## config.mk

```make
export PLATFORM = sky130hd
export DESIGN_NAME = usb3_cmd_decoder
export DESIGN_NICKNAME = d
export VERILOG_FILES = /design/src/rtl/usb3_cmd_decoder.sv
export SDC_FILE = /design/constraint.sdc
export NUM_CORES = 1
export LEC_CHECK = 0
export CAP_MARGIN = 40
export CORE_UTILIZATION = 45
export CTS_CLUSTER_SIZE = 8
export DETAILED_ROUTE_END_ITERATION = 7
export PLACE_DENSITY_LB_ADDON = 0.15
export SYNTH_ARGS = -nofsm -noshare
export SYNTH_HDL_FRONTEND = slang
export SYNTH_SLANG_ARGS = --single-unit
```

## constraint.sdc

```tcl
create_clock -name clk_100 -period 8.5 [get_ports clk_100]
set_clock_uncertainty 0.15 [all_clocks]
set_input_delay 0.85 -clock clk_100 [delete_from_list [all_inputs] [get_ports clk_100]]
set_output_delay 0.85 -clock clk_100 [all_outputs]
set_load 0.03 [all_outputs]
```

## src/rtl/usb3_cmd_decoder.sv

```systemverilog
// EP8 command-frame decoder: parses framed burst-write packets from the slave-FIFO
// down path, verifies the XOR checksum, then replays the payload onto the register bus.
module usb3_cmd_decoder #(
   parameter int          MAX_LEN  = 16,
   parameter int          ADDR_W   = 16,
   parameter int          TIMEOUT  = 1024,
   parameter logic [15:0] HDR_SYNC = 16'hA5A5
) (
   input  logic              clk_100,
   input  logic              reset_,
   input  logic [31:0]       downdata,
   input  logic              downdata_acq,
   output logic              reg_wr_en,
   output logic [ADDR_W-1:0] reg_addr,
   output logic [31:0]       reg_wr_data,
   output logic              frame_ok,
   output logic              frame_err,
   output logic [2:0]        err_code,
   output logic [15:0]       err_cnt,
   output logic              busy
);

   localparam logic [2:0] IDLE     = 3'd0;
   localparam logic [2:0] GET_ADDR = 3'd1;
   localparam logic [2:0] GET_DATA = 3'd2;
   localparam logic [2:0] GET_CSUM = 3'd3;
   localparam logic [2:0] COMMIT   = 3'd4;

   localparam int         IDX_W     = (MAX_LEN > 1) ? $clog2(MAX_LEN) : 1;
   localparam int         TMO_W     = $clog2(TIMEOUT + 1);
   localparam logic [8:0] MAX_LEN_9 = 9'(MAX_LEN);
   localparam logic [7:0] OP_BURST  = 8'h01;

   logic [2:0]        state;
   logic [7:0]        len;
   logic [ADDR_W-1:0] base;
   logic [31:0]       csum;
   logic [IDX_W-1:0]  data_idx;
   logic [IDX_W-1:0]  cmt_idx;
   logic [TMO_W-1:0]  tmo_cnt;
   logic [31:0]       payload [MAX_LEN];

   logic              hdr_sync;
   logic              len_bad;
   logic              tmo_hit;
   logic              err_fire;
   logic [2:0]        err_val;
   logic [7:0]        len_m1;

   assign hdr_sync = (downdata[31:16] == HDR_SYNC);
   assign len_bad  = (downdata[7:0] == 8'd0) || ({1'b0, downdata[7:0]} > MAX_LEN_9);
   assign tmo_hit  = !downdata_acq && (tmo_cnt == TMO_W'(TIMEOUT - 1));
   assign len_m1   = len - 8'd1;
   assign busy     = (state != IDLE);

   // NOTE: every always_comb output gets a default first so no path can infer a latch.
   always_comb begin
      err_fire = 1'b0;
      err_val  = 3'd0;
      case (state)
         IDLE: begin
            if (downdata_acq && hdr_sync) begin
               if (downdata[15:8] != OP_BURST) begin
                  err_fire = 1'b1;
                  err_val  = 3'd1;
               end else if (len_bad) begin
                  err_fire = 1'b1;
                  err_val  = 3'd2;
               end
            end
         end
         GET_ADDR, GET_DATA: begin
            if (tmo_hit) begin
               err_fire = 1'b1;
               err_val  = 3'd4;
            end
         end
         GET_CSUM: begin
            if (downdata_acq && (downdata != csum)) begin
               err_fire = 1'b1;
               err_val  = 3'd3;
            end else if (tmo_hit) begin
               err_fire = 1'b1;
               err_val  = 3'd4;
            end
         end
         COMMIT: begin
            // Any word arriving mid-commit is dropped and reported as an overrun.
            if (downdata_acq) begin
               err_fire = 1'b1;
               err_val  = 3'd5;
            end
         end
         default: ;
      endcase
   end

   // NOTE: the payload buffer is plain storage with no reset; it is always written before it is read.
   always_ff @(posedge clk_100) begin
      if (state == GET_DATA && downdata_acq) begin
         payload[data_idx] <= downdata;
      end
   end

   // NOTE: sequential state uses non-blocking assignments only, so every register samples pre-edge values.
   always_ff @(posedge clk_100 or negedge reset_) begin
      if (!reset_) begin
         state       <= IDLE;
         len         <= 8'd0;
         base        <= '0;
         csum        <= 32'd0;
         data_idx    <= '0;
         cmt_idx     <= '0;
         tmo_cnt     <= '0;
         reg_wr_en   <= 1'b0;
         reg_addr    <= '0;
         reg_wr_data <= 32'd0;
         frame_ok    <= 1'b0;
         frame_err   <= 1'b0;
         err_code    <= 3'd0;
         err_cnt     <= 16'd0;
      end else begin
         reg_wr_en <= 1'b0;
         frame_ok  <= 1'b0;
         frame_err <= err_fire;
         if (err_fire) begin
            err_code <= err_val;
            if (err_cnt != 16'hFFFF) err_cnt <= err_cnt + 16'd1;
         end

         if (downdata_acq || state == IDLE || state == COMMIT) tmo_cnt <= '0;
         else                                                  tmo_cnt <= tmo_cnt + TMO_W'(1);

         case (state)
            IDLE: begin
               if (downdata_acq && hdr_sync && !err_fire) begin
                  len   <= downdata[7:0];
                  csum  <= downdata;
                  state <= GET_ADDR;
               end
            end
            GET_ADDR: begin
               if (err_fire) begin
                  state <= IDLE;
               end else if (downdata_acq) begin
                  base     <= downdata[ADDR_W-1:0];
                  csum     <= csum ^ downdata;
                  data_idx <= '0;
                  state    <= GET_DATA;
               end
            end
            GET_DATA: begin
               if (err_fire) begin
                  state <= IDLE;
               end else if (downdata_acq) begin
                  csum     <= csum ^ downdata;
                  data_idx <= data_idx + IDX_W'(1);
                  if (8'(data_idx) == len_m1) state <= GET_CSUM;
               end
            end
            GET_CSUM: begin
               if (err_fire) begin
                  state <= IDLE;
               end else if (downdata_acq) begin
                  // First write goes out in the cycle right after the checksum is accepted.
                  reg_wr_en   <= 1'b1;
                  reg_addr    <= base;
                  reg_wr_data <= payload[0];
                  frame_ok    <= (len == 8'd1);
                  cmt_idx     <= IDX_W'(1);
                  state       <= (len == 8'd1) ? IDLE : COMMIT;
               end
            end
            COMMIT: begin
               reg_wr_en   <= 1'b1;
               reg_addr    <= base + ADDR_W'(cmt_idx);
               reg_wr_data <= payload[cmt_idx];
               cmt_idx     <= cmt_idx + IDX_W'(1);
               if (8'(cmt_idx) == len_m1) begin
                  frame_ok <= 1'b1;
                  state    <= IDLE;
               end
            end
            default: state <= IDLE;
         endcase
      end
   end

endmodule

```

Word-level counts from Yosys, hierarchy flattened
Memory sizes are Yosys's and may differ from the RTL's.
Cells that the tools add are included.
{ "totals": {"regBits": 148, "ramBits": 512, "in_bits": 35, "output_inout_bits": 71, "elab_cells": 126, "mem_count": 1} }
{ "op_classes": {"n_addsub": 6, "order_cmp": 1, "eq_ne": 26, "muxes": 52, "bitwise_logic": 2, "reduce_logical": 24} }
{ "memory_table": {"columns": ["name", "depth", "width", "rd", "rd_clocked_by_memory_dff", "wr", "line_no", "text"], "rows": [
  ["payload", 16, 32, 2, 0, 1, "41", "logic [31:0] payload [MAX_LEN];"]
]} }
{ "op_table": {"columns": ["cell", "count"], "rows": [
  ["32-bit two-way mux", 5],
  ["32-bit case mux with 2 select lines", 2],
  ["3-bit two-way mux", 13],
  ["16-bit two-way mux", 2],
  ["32-bit inequality test", 1],
  ["16-bit case mux with 2 select lines", 1],
  ["32-bit XOR", 1],
  ["4-bit two-way mux", 6],
  ["16-bit by 1-bit adder with 16-bit output, second input constant", 1],
  ["16-bit by 4-bit adder with 16-bit output", 1],
  ["16-bit equality test, second input constant", 1],
  ["4-bit by 8-bit equality test with 1-bit output", 2],
  ["16-bit inequality test, second input constant", 1],
  ["4-bit case mux with 2 select lines", 2],
  ["3-bit case mux with 5 select lines", 1],
  ["2-bit inequality test, second input constant", 7],
  ["1-bit two-way mux", 12],
  ["3-bit case mux with 4 select lines", 1],
  ["11-bit by 1-bit adder with 11-bit output, second input constant", 1],
  ["11-bit by 10-bit equality test with 1-bit output, second input constant", 1],
  ["11-bit two-way mux", 1],
  ["3-bit inequality test, second input constant", 3],
  ["4-bit by 1-bit adder with 4-bit output, second input constant", 2],
  ["8-bit by 1-bit equality test with 1-bit output, second input constant", 1],
  ["25 further kinds", 42]
]} }

Logic depth before layout (Yosys ltp)
Gate-level depths: netlist of the first run.
{ "depth": {"word_depth": 10, "ltp_mapped": 12, "ltp_nobuf": 10} }

Worst setup path after synthesis of the first run
OpenSTA, ideal clock, no wires.
{ "synth_path": {"kind": "input to register", "from": "input port downdata_acq", "to": "memory payload[4][0] (enable)", "setup_time_ns": 0.461, "arrival_time_ns": 3.694, "required_time_ns": 7.889, "path_slack_ns": 4.195, "cell_stages": 5, "n_path_buf": 1, "path_cell_list": "buf_2 -> nand2b_1 -> nor2_1 -> nand2_1 -> nor3_1"} }
{ "synth_between": {"elab_chain_cells": 3} }
{ "synth_rtl": {"columns": ["item", "line_no", "text"], "rows": [
  ["start, declared", "12", "input logic downdata_acq,"],
  ["1-bit logical AND", "100", "if (state == GET_DATA && downdata_acq) begin"],
  ["1-bit two-way mux", "100", null],
  ["1-bit two-way mux (implied by the code)", "101", "payload[data_idx] <= downdata;"],
  ["end, declared", "41", null]
]} }
Every way passes these cells.

Worst setup path after layout of the first run
{ "layout_path": {"from": "input port downdata[1]", "to": "register len[4]"} }
{ "layout_between": {"elab_chain_cells": 9, "word_cells_on_any_way": 13, "cone_classes": "order compare (1); eq/ne (1); mux (5); reduce/logical (6)"} }
{ "layout_rtl": {"columns": ["item", "line_no", "text"], "rows": [
  ["start, declared", "11", "input logic [31:0] downdata,"],
  ["8-bit by 5-bit greater-than comparator with 1-bit output or 8-bit zero test (tied branches)", "51", "assign len_bad = (downdata[7:0] == 8'd0) || ({1'b0, downdata[7:0]} > MAX_LEN_9);"],
  ["1-bit logical OR", "51", null],
  ["1-bit two-way mux", "66", "end else if (len_bad) begin"],
  ["1-bit two-way mux", "63", "if (downdata[15:8] != OP_BURST) begin"],
  ["1-bit two-way mux", "62", "if (downdata_acq && hdr_sync) begin"],
  ["1-bit case mux with 4 select lines *", "60", "case (state)"],
  ["1-bit zero test *", "136", "if (downdata_acq && hdr_sync && !err_fire) begin"],
  ["1-bit logical AND *", "136", null],
  ["2-bit AND reduction (no line) *", null, null],
  ["end signal, assigned", "137", "len <= downdata[7:0];"],
  ["end, declared", "35", "logic [7:0] len;"]
]} }
Mark *: on every way between the ends. The rest lies on a longest branch, timed or not.
A chain may end at the register's enable or synchronous reset.

==> results.tsv, run 1 <==
stage	metric	value	unit
power_and_ir_drop	power.total	10.6	mW
routing	drc	16	
floorplanning	num_rows	89	
worst_setup_path	cpMaxStageDelayCell	clkdlybuf4s50_1	
logic_synthesis	synthArstFlopShare	22.4	%
hold_path	hold_end	tmo_cnt[0]	
timing	slew_headroom	42.4	%
placement	hpwl	37000	um
clock_network	clock_path_buffers	3	
global_route	overflow	0	
floorplanning	pin_count	106	
timing	setup_viol	0	
run	maxCapViolCount	0	
status	violations	DRC	
routing	wirelength	66400	um
logic_synthesis	syn_nets	1584	
global_route	grt_max_degree	65	
logic_synthesis	synthTopCellsByArea	edfxtp_1, dfrtp_1, mux4_2	
floorplanning	die_area	0.0610	mm2
worst_setup_path	required	8840	ps
final_layout	diodes	0	
timing	hold_viol	0	
power_and_ir_drop	vdd_ir_drop_max	0.202	mV
logic_synthesis	syn_avg_cell_area	17.6	um2
logic_synthesis	synth_area_leader_cell	edfxtp_1	
worst_setup_path	crit_path_start	downdata[1]	
clock_network	h-tree-depth	3	
timing	period_needed	4240	ps
clock_network	cts_buffers	92	
clock_network	clk_pin_slew	50	ps
final_layout	nFillCells	4655	
global_route	grt_pass1_vias	15300	
timing	worst_slack	4260	ps
logic_synthesis	synth_edf_count	512	
worst_setup_path	path_buf_inv	2	
global_route	grtUsageTotal	22.6	%
floorplanning	die_w	247	um
worst_setup_path	crit_path_start_kind	input port	
clock_network	cts.sinks	660	
floorplanning	initial_core_util	45.7	%
worst_setup_path	path_cells	clkdlybuf4s50_1 -> xnor2_1 -> nand4_1 -> nor4_1 -> a21oi_4 -> buf_4 -> nor2_2 -> nand2_1 -> mux2_2	
routing	drtPass1Iterations	8	
floorplanning	core_area	0.0591	mm2
timing	rsz0062_at_grt	no	
logic_synthesis	synth_top_area_share	56.9	%
routing	drt_iter0_drc	1152	
clock_network	post-cts-setup-buffers	0	
clock_network	clkLatencyLatePin	620	ps
placement	place_ws	3650	ps
clock_network	ctsHoldBuffers	1	
timing	drv_slew	0	
worst_setup_path	path_delay_family	simple AND/OR/NAND/NOR gates	
final_layout	final_area	0.0322	mm2
hold_path	holdCritStartpoint	tmo_cnt[0]	
routing	routed_via_density	5.78	
hold_path	min_path_type	reg -> reg	
global_route	grt_first_pass_wirelength	99400	um
worst_setup_path	reg2regPathDepth	8	
placement	port_buffers	105	
clock_network	cts_tree	done	
logic_synthesis	ys.flop_type	edfxtp_1	
timing	setup_tns	0	ps
clock_network	cts_resized	0	
timing	max_slew.worst_pin.slew	861	ps
power_and_ir_drop	cellPowerDensity	330	mW/mm2
power_and_ir_drop	p_leak	10.9	nW
clock_network	root_buffer	clkbuf_16	
status	status	finished, violations left	
logic_synthesis	ys_types	63	
final_layout	area_growth	19.3	%
routing	wire_per_inst	25.8	um
timing	period_share	49.8	%
global_route	antenna_found_initial	0	
routing	ant_nets	0	
worst_setup_path	endpoint_kind	register	
final_layout	layout_common_cells	edfxtp_1, mux4_2, a21oi_1	
timing	fmax	236	MHz
worst_setup_path	crit_type	in -> reg	
routing	vias	14800	
logic_synthesis	synth_cells	1535	
final_layout	mostFrequentLayoutCell	edfxtp_1	
worst_setup_path	r2r-start	csum[25]	
worst_setup_path	worst-path-max-fanout	25	
worst_setup_path	max_stage_delay	850	ps
final_layout	final_layout_size_suffix_gt1_share	21.2	%
worst_setup_path	ff2ff_setup_slack	5090	ps
logic_synthesis	yosysWarnings	0	
placement	gp_congestion	0.807	
final_layout	layout.nets	1768	
worst_setup_path	cp.arrival	4580	ps
logic_synthesis	seq_area_frac_synth	70.6	%
hold_path	min_path_cells	1	
logic_synthesis	mappedNetlistArea	0.0270	mm2
logic_synthesis	ys_seq_elements	660	
worst_setup_path	r2r_end	len[4]	
placement	place_area	0.0295	mm2
floorplanning	die_h	247	um
[worst reg2reg max path, cell delays in order, from the launching register on]
cell     delay (ps)
dfrtp_1         400
xnor2_1         260
nand4_1         150
nor4_1          530
a21oi_4         120
buf_4           300
nor2_2          650
nand2_1         340
mux2_2          360
[logic make-up after synthesis]
kind of cell	count (synthesis)	synth area share (%)
flops	660	70.6
simple gates	247	4.56
fa+ha+maj	14	0.676
xor+xnor	77	2.50
buf+inv	103	1.50
compound gates	202	4.06
mux	232	16.1
[flip-flops by register name (all words and copies together) (netlist names)]
| signal | cells |
|---|---|
| payload | 512 |
| csum | 32 |
| reg_wr_data | 32 |
| base | 16 |
| err_cnt | 16 |
| reg_addr | 16 |
| tmo_cnt | 11 |
| len | 8 |
| cmt_idx | 4 |
| data_idx | 4 |
| err_code | 3 |
| state | 3 |
| frame_err | 1 |
| frame_ok | 1 |
| reg_wr_en | 1 |
[report_power, final]
group          internal, mW  switching [mW]  total, mW
logic                  1.40            1.60       3.00
clock network          2.13            1.31       3.44
registers              3.85           0.349       4.20
total                  7.38            3.26       10.6
[metrics by stage]
stage	hold WS, ps	util (%)	std cells
after CTS	313	54.5	2569
final	309	54.5	2569
after detailed placement	306	49.9	2397
after floorplan	283	-	1535
after global placement	295	49.5	2387
after global routing	353	54.5	2569
[synth_stat cells, types with 21 or more instances]
master,instances
edfxtp_1,512
nand2_1,60
inv_1,21
dfrtp_1,148
xor2_1,28
xnor2_1,49
nor2_1,83
mux4_2,160
o21ai_0,27
a21oi_1,147
mux2i_1,50
clkbuf_1,47
[area by class of cell]
type	instances	area (um2)	share of cell area [%]
Timing Repair Buffer	171	1720	5.33
Tap cell	773	967	3.00
Multi-Input combinational cell	772	7660	23.8
Sequential cell	660	19100	59.2
Inverter	22	82.6	0.256
Clock buffer	171	2730	8.45
[worst max path at each step]
| stage | endpoint | slack (ps) | depth (start not counted) |
|---|---|---|---|
| CTS | len[4] | 4270 | 9 |
| floorplan | payload[4][0] | 4200 | 5 |
| global route | err_cnt[1] | 4060 | 10 |
| global placement | len[1] | 3680 | 9 |
| finish | len[4] | 4260 | 9 |
| detailed placement | len[4] | 3650 | 9 |
[routing by layer]
metal | share of wire [%] | global-route usage, % | routed length (um) | up-vias
li1 | - | - | - | 6444
met1 | 43 | 31.3 | 28900 | 7812
met2 | 48 | 36.4 | 32100 | 460
met3 | 5.7 | 4.29 | 3790 | 122
met4 | 2.4 | 6.72 | 1580 | 0
met5 | 0 | 0 | 0 | -
Note: power is estimated with default switching activity, not from simulation.
==> run 2, diff against run 1 <==
==> constraint.sdc (replaced) <==
create_clock -name clk_100 -period 4.2 [get_ports clk_100]
set_clock_uncertainty 0.15 [all_clocks]
set_input_delay 0.42 -clock clk_100 [delete_from_list [all_inputs] [get_ports clk_100]]
set_output_delay 0.42 -clock clk_100 [all_outputs]
set_load 0.03 [all_outputs]
==> results.tsv, run 2 (same netlist as run 1, synthesis figures left out) <==
stage	metric	value	unit	change
status	status	finished, violations left		
status	violations	DRC		
global_route	grtUsageTotal	23.9	%	+1.3 points
clock_network	clock_path_buffers	3		unchanged
clock_network	clk_pin_slew	50	ps	about the same
routing	drtPass1Iterations	7		-1
floorplanning	die_h	247	um	unchanged
final_layout	largest_reg_flops	512		unchanged
run	maxCapViolCount	0		unchanged
power_and_ir_drop	vdd_ir_drop_max	0.342	mV	+70%
floorplanning	initial_core_util	45.7	%	unchanged
routing	wirelength	71000	um	+7.0%
final_layout	final_layout_size_suffix_gt1_share	22.1	%	+0.90 points
worst_setup_path	max_stage_delay	770	ps	-80 ps
power_and_ir_drop	cellPowerDensity	670	mW/mm2	+100%
timing	hold_viol	0		unchanged
routing	drt_iter0_drc	1605		+39%
timing	rsz0062_at_grt	no		
routing	ant_nets	0		unchanged
worst_setup_path	r2r-start	csum[17]		
routing	dr.max_layer_used	met4		
global_route	overflow	0		unchanged
timing	fmax	312	MHz	
worst_setup_path	crit_path_start	downdata[4]		
worst_setup_path	crit_path_start_kind	input port		
routing	routed-wl-met2	34100	um	+6.0%
final_layout	top_register	payload		
power_and_ir_drop	p_leak	11.0	nW	+0.75%
final_layout	layout_common_cells	edfxtp_1, mux4_2, a21oi_1		
timing	setup_tns	0	ps	unchanged
final_layout	fin_util	54.8	%	+0.25 points
final_layout	diodes	0		unchanged
clock_network	clkLatencyLatePin	640	ps	+20 ps
hold_path	min_path_type	in -> async		
floorplanning	pin_count	106		unchanged
placement	hpwl	40400	um	+9.3%
clock_network	cts.sinks	660		unchanged
global_route	grt_first_pass_wirelength	103000	um	+3.7%
floorplanning	die_area	0.0610	mm2	unchanged
worst_setup_path	path_buf_inv	3		+1
clock_network	root_buffer	clkbuf_16		
final_layout	final_area	0.0324	mm2	+0.46%
worst_setup_path	worst-path-max-fanout	33		+32%
placement	place_area	0.0297	mm2	+0.54%
final_layout	layout.nets	1789		+1.2%
timing	drv_slew	0		unchanged
routing	routed_via_density	5.82		+0.83%
final_layout	mostFrequentLayoutCell	edfxtp_1		
timing	worst_slack	992	ps	-3270 ps
floorplanning	die_w	247	um	unchanged
clock_network	cts_tree	done		
placement	port_buffers	105		unchanged
worst_setup_path	crit_type	in -> reg		
worst_setup_path	cpMaxStageDelayCell	clkdlybuf4s50_1		
routing	wire_per_inst	27.4	um	+6.1%
global_route	grt_pass1_vias	15200		-0.48%
routing	met1_length	30500	um	+5.8%
worst_setup_path	cp.arrival	3530	ps	-1050 ps
timing	slew_headroom	44.4	%	+2.0 points
global_route	antenna_found_initial	1		+1
worst_setup_path	path_cells	clkdlybuf4s50_1 -> xnor2_1 -> nand4_1 -> nor4_1 -> a21oi_4 -> buf_4 -> nor2_4 -> buf_12 -> mux2i_1 -> a21oi_1		
timing	max_slew.worst_pin.slew	834	ps	-26.6 ps
placement	gp_congestion	0.823		+2.1%
worst_setup_path	endpoint_kind	register		
final_layout	largest_registers	payload (512), csum (32), reg_wr_data (32)		
global_route	grt_max_degree	93		+43%
clock_network	h-tree-depth	3		unchanged
timing	period_share	76.4	%	
clock_network	cts_buffers	92		unchanged
worst_setup_path	required	4520	ps	-4320 ps
timing	period_needed	3210	ps	
placement	place_ws	401	ps	-3250 ps
power_and_ir_drop	power.total	21.7	mW	+100%
routing	drc	16		unchanged
timing	setup_viol	0		unchanged
routing	vias	15100		+1.7%
floorplanning	num_rows	89		unchanged
worst_setup_path	path_delay_family	buffers and inverters		
clock_network	cts_resized	0		unchanged
routing	wl_met3	4700	um	+24%
floorplanning	core_area	0.0591	mm2	unchanged
final_layout	area_growth	19.8	%	
==> run 2: through the flow <==
stage / std cells / hold WS, ps
after global routing: 2591 / 188
after detailed placement: 2418 / 256
after floorplan: 1535 / -25.6
after global placement: 2417 / 301
after CTS: 2591 / 166
final: 2591 / 171
==> run 2: cell type report <==
class	instances	area (um2)
fillers	4674	26700
flip-flops and latches	660	19100
multi-input cells	772	7660
clock buffers	167	2630
repair buffers	192	1880
well taps	773	967
clock inverters	5	87.6
inverters	22	82.6
==> run 2: report_power, final <==
part	internal (mW)	switching (mW)	total (mW)
registers	7.80	0.695	8.49
clock network	4.24	2.72	6.95
logic	2.85	3.42	6.26
==> run 2: what timing repair did <==
action,4_1_cts,5_1_grt
hold buffers,1,0
hold endpoints to repair,42,0
setup buffers,0,0
==> run 2: layer usage <==
layer	track usage, %	up-vias
li1	-	6499
met2	37.8	536
met4	7.12	0
met3	4.76	107
met5	0	-
met1	33.6	7948
==> run 2: worst reg2reg max path, stage by stage (launching register included) <==
cell     delay (ps)
dfrtp_1         400
xnor2_1         510
nand4_1         160
nor4_1          510
a21oi_4         150
buf_4           320
nor2_4          180
buf_12          300
mux2i_1         260
a21oi_1          80
==> run 2: path summary, 6_finish.rpt <==
check | cells past startpoint | slack, ps | end
setup / recovery | 10 | 990 | reg_wr_data[18]
hold reg to reg | 1 | 310 | tmo_cnt[0]
max in group asynchronous | 3 | 3000 | csum[20]
min in group clk_100 | 1 | 310 | tmo_cnt[0]
setup reg to reg | 9 | 1040 | reg_wr_data[18]
hold / removal | 2 | 170 | reg_wr_data[1]
==> variant 1, RTL diff (settings of run 1) <==
Register the output `err_cnt` once more, without a reset; this adds one clock of latency there. The other outputs are not delayed to match.
--- a/src/rtl/usb3_cmd_decoder.sv
+++ b/src/rtl/usb3_cmd_decoder.sv
@@ -30,6 +30,8 @@
    localparam int         TMO_W     = $clog2(TIMEOUT + 1);
    localparam logic [8:0] MAX_LEN_9 = 9'(MAX_LEN);
    localparam logic [7:0] OP_BURST  = 8'h01;
+
+   logic [15:0] err_cnt_s0;
 
    logic [2:0]        state;
    logic [7:0]        len;
@@ -118,14 +120,14 @@
          frame_ok    <= 1'b0;
          frame_err   <= 1'b0;
          err_code    <= 3'd0;
-         err_cnt     <= 16'd0;
+         err_cnt_s0  <= 16'd0;
       end else begin
          reg_wr_en <= 1'b0;
          frame_ok  <= 1'b0;
          frame_err <= err_fire;
          if (err_fire) begin
             err_code <= err_val;
-            if (err_cnt != 16'hFFFF) err_cnt <= err_cnt + 16'd1;
+            if (err_cnt_s0 != 16'hFFFF) err_cnt_s0 <= err_cnt_s0 + 16'd1;
          end
 
          if (downdata_acq || state == IDLE || state == COMMIT) tmo_cnt <= '0;
@@ -186,5 +188,9 @@
       end
    end
 
+   always_ff @(posedge clk_100) begin
+      err_cnt <= err_cnt_s0;
+   end
+
 endmodule
 
Behaviour: not the same (Yosys sat finds a counterexample within 4 cycles, from zero or initial values and one cycle with reset_ low).
==> variant 1 against run 1 <==
- via count rose by 1.2%
- first-iteration DRC count is 4.3% higher
- combinational power rose by 2%
- die area is 2.1% higher
- total power increased by 1.4%
- wire length grew 1.5%
- utilization decreased by 0.48 points
- design area rose by 1.4%
- worst setup slack better by 0.31 ns
- sequential share of layout area grew 0.18 points
- area after synthesis rose by 2.1%
- clock power hardly changed
- sequential cell count rose by 16
- count of clock-buffer cells in the layout down 10
==> variant 1: results <==
metrics = {
    "global_route": {
        "first_global_vias": 15924,
        "track_usage_pct": 22.2,
        "grt_util_met2_pct": 36.5,
        "grt_start_max_net_pins": 100,
    },
    "worst_setup_path": {
        "crit_end": "csum[20]",
        "regToRegStartpoint": "cmt_idx[0]",
        "rr_worst_depth": 10,
        "crit_fanout": 48,
        "r2r-end": "reg_addr[8]",
        "cp.arrival_ns": 4.23,
        "reg2reg_slack_ns": 4.69,
        "cpPeakStageDelay_ns": 0.91,
    },
    "drt": {
        "avgViaCountPerCell": 5.82,
        "dr_wl_met3_um": 3740,
        "wl_met2_um": 33200,
        "first_pass_iters": 6,
        "highest_layer": "met5",
        "finalWirelength_um": 67400,
        "drt_iter0_markers": 1201,
        "via_count": 15010,
    },
    "pwr": {
        "seqPwrFrac_pct": 39.8,
        "ir_worst_vdd_mv": 0.240,
        "p_leak_nw": 11.2,
        "powerDensity_nw_per_um2": 330,
        "switching_share_pct": 30.8,
    },
    "logic_synthesis": {
        "synthMuxAreaShare_pct": 15.6,
        "seq_area_frac_synth_pct": 70.3,
        "synth_async_sr_flop_share_pct": 21.9,
        "synth_cell_types": 64,
    },
    "run_status": {
        "status": "finished clean",
    },
    "placement": {
        "dp_cells": 2413,
    },
    "final_layout": {
        "drive_gt1_share_pct": 21.2,
        "final_nets": 1776,
    },
    "clocking": {
        "clock_latency_ns": 0.64,
    },
}
==> variant 1: worst reg2reg max path, cell delays in order, from the launching register on <==
cell	delay [ns]
dfrtp_4	0.93
buf_12	0.72
ha_1	0.34
inv_1	0.07
fa_1	0.40
nor2b_1	0.12
o21ai_0	0.10
a21oi_1	0.33
nand2_1	0.12
xnor2_1	0.14
mux2_2	0.26
==> variant 1: stage by stage <==
stage | setup slack (ns) | utilization, % | hold slack (ns)
finish | 4.58 | 54.0 | 0.0957
global placement | 3.84 | 49.2 | 0.250
global route | 4.27 | 54.0 | 0.108
CTS | 4.55 | 54.0 | 0.0855
floorplan | 4.11 | - | 0.229
detailed placement | 3.93 | 49.6 | 0.245
==> variant 1: layout make-up <==
class	instances	area share (%)
Clock buffer	161	8.00
Clock inverter	7	0.299
Inverter	18	0.207
Multi-Input combinational cell	779	24.3
Sequential cell	676	59.4
Tap cell	782	2.99
Timing Repair Buffer	158	4.86
==> variant 2, RTL diff (config.mk and constraints of run 1) <==
Made on the original files. The parameter `ADDR_W` goes from 16 to 17.
--- a/src/rtl/usb3_cmd_decoder.sv
+++ b/src/rtl/usb3_cmd_decoder.sv
@@ -2,7 +2,7 @@
 // down path, verifies the XOR checksum, then replays the payload onto the register bus.
 module usb3_cmd_decoder #(
    parameter int          MAX_LEN  = 16,
-   parameter int          ADDR_W   = 16,
+   parameter int          ADDR_W   = 17,
    parameter int          TIMEOUT  = 1024,
    parameter logic [15:0] HDR_SYNC = 16'hA5A5
 ) (
Interface: changed (resized reg_addr); port bits go from 106 to 107. The function was not compared with the original's and may differ.
==> variant 2 against run 1 <==
- total power is 0.51% lower
- largest power group unchanged
- sequential cell count is 2 higher
- synthesized cell count is 1.0% higher
- wire length is 2.0% lower
- utilization hardly changed
- clock power hardly changed
- the run still ends with design-rule violations left
- worst hold slack better by 0.025 ns
- critical path type unchanged
- design area is 0.21% higher
- area after synthesis hardly changed
- combinational power hardly changed
- worst setup slack better by 0.047 ns
==> variant 2: results <==
metrics = {
    "run_status": {
        "status": "finished with violations",
        "violations": "design-rule violations",
    },
    "logic_synthesis": {
        "ys_top_cells_by_area": "edfxtp_1 (57%), dfrtp_1 (14%), mux4_2 (13%), nand2_1 (1.7%), a21oi_1 (1.6%)",
        "synth_common_cells": "edfxtp_1 (512), mux4_2 (160), dfrtp_1 (150)",
        "synth_fa_ha_area_share_pct": 0.676,
        "synth_cell_types": 66,
        "synthCells": 1551,
        "synth_async_sr_flop_share_pct": 22.7,
        "seq_area_frac_synth_pct": 70.7,
    },
    "final_layout": {
        "multi_input_cells": 793,
        "inv_count": 13,
        "seq_share_pct": 59.2,
        "clkbuf_count": 168,
        "area_delta_synth_final_pct": 19.5,
        "clock_area_share_pct": 8.42,
        "multi_input_area_share_pct": 23.7,
        "flops_and_latches": 662,
        "drive_gt1_share_pct": 21.4,
        "buffers": 172,
        "final_nets": 1783,
    },
    "timing": {
        "whs_ns": 0.335,
        "worstMarginPinSlew_ns": 0.840,
    },
    "drt": {
        "drt_iter0_markers": 1167,
        "first_pass_iters": 7,
        "drc": 6,
        "met1_length_um": 28500,
        "via_count": 14761,
    },
    "placement": {
        "io_buffers": 106,
        "post-place-ws_ns": 3.68,
        "gp_congestion": 0.835,
        "dpl_cell_area_sq_um": 29600,
        "dp_cells": 2412,
        "hpwl_um": 37600,
    },
    "worst_setup_path": {
        "regToRegStartpoint": "csum[11]",
        "reg2reg_slack_ns": 5.01,
        "r2r-end": "state[0]",
    },
    "pwr": {
        "switching_share_pct": 30.7,
    },
    "global_route": {
        "grt_start_max_net_pins": 93,
        "grt_pass1_wl_um": 98600,
        "grtUsageMet3_pct": 3.80,
        "use_met1_pct": 31.1,
    },
}
variant 2: how the worst max path moves through the flow:
stage	endpoint	slack [ns]	start	cells after the start
after global placement	reg_addr[2]	3.69	downdata[22]	8
after CTS	reg_wr_data[31]	4.32	downdata[27]	10
after floorplan	payload[3][0]	4.34	downdata_acq	4
after detailed placement	reg_wr_data[24]	3.68	downdata[27]	10
after global routing	reg_addr[2]	4.04	downdata[27]	10
final	state[0]	4.31	downdata[27]	9
variant 2: power by group through the flow:
stage	Combinational (W)	Clock (W)	Sequential, W
6_report	0.00299	0.00343	0.00416
5_1_grt	0.00326	0.00362	0.00421
4_1_cts	0.00304	0.00348	0.00417
3_5_place_dp	0.00303	0	0.00422
3_3_place_gp	0.00289	0	0.00426
2_1_floorplan	0.00191	0	0.00433
variant 2: worst max-delay path: stages:
cell and delay (ns):
clkdlybuf4s50_1 0.94, xnor2_1 0.21, nand4_1 0.14, nor4_1 0.38, a21oi_1 0.33, and2b_1 0.80
inv_2 0.22, or4_1 0.56, o21ai_1 0.14
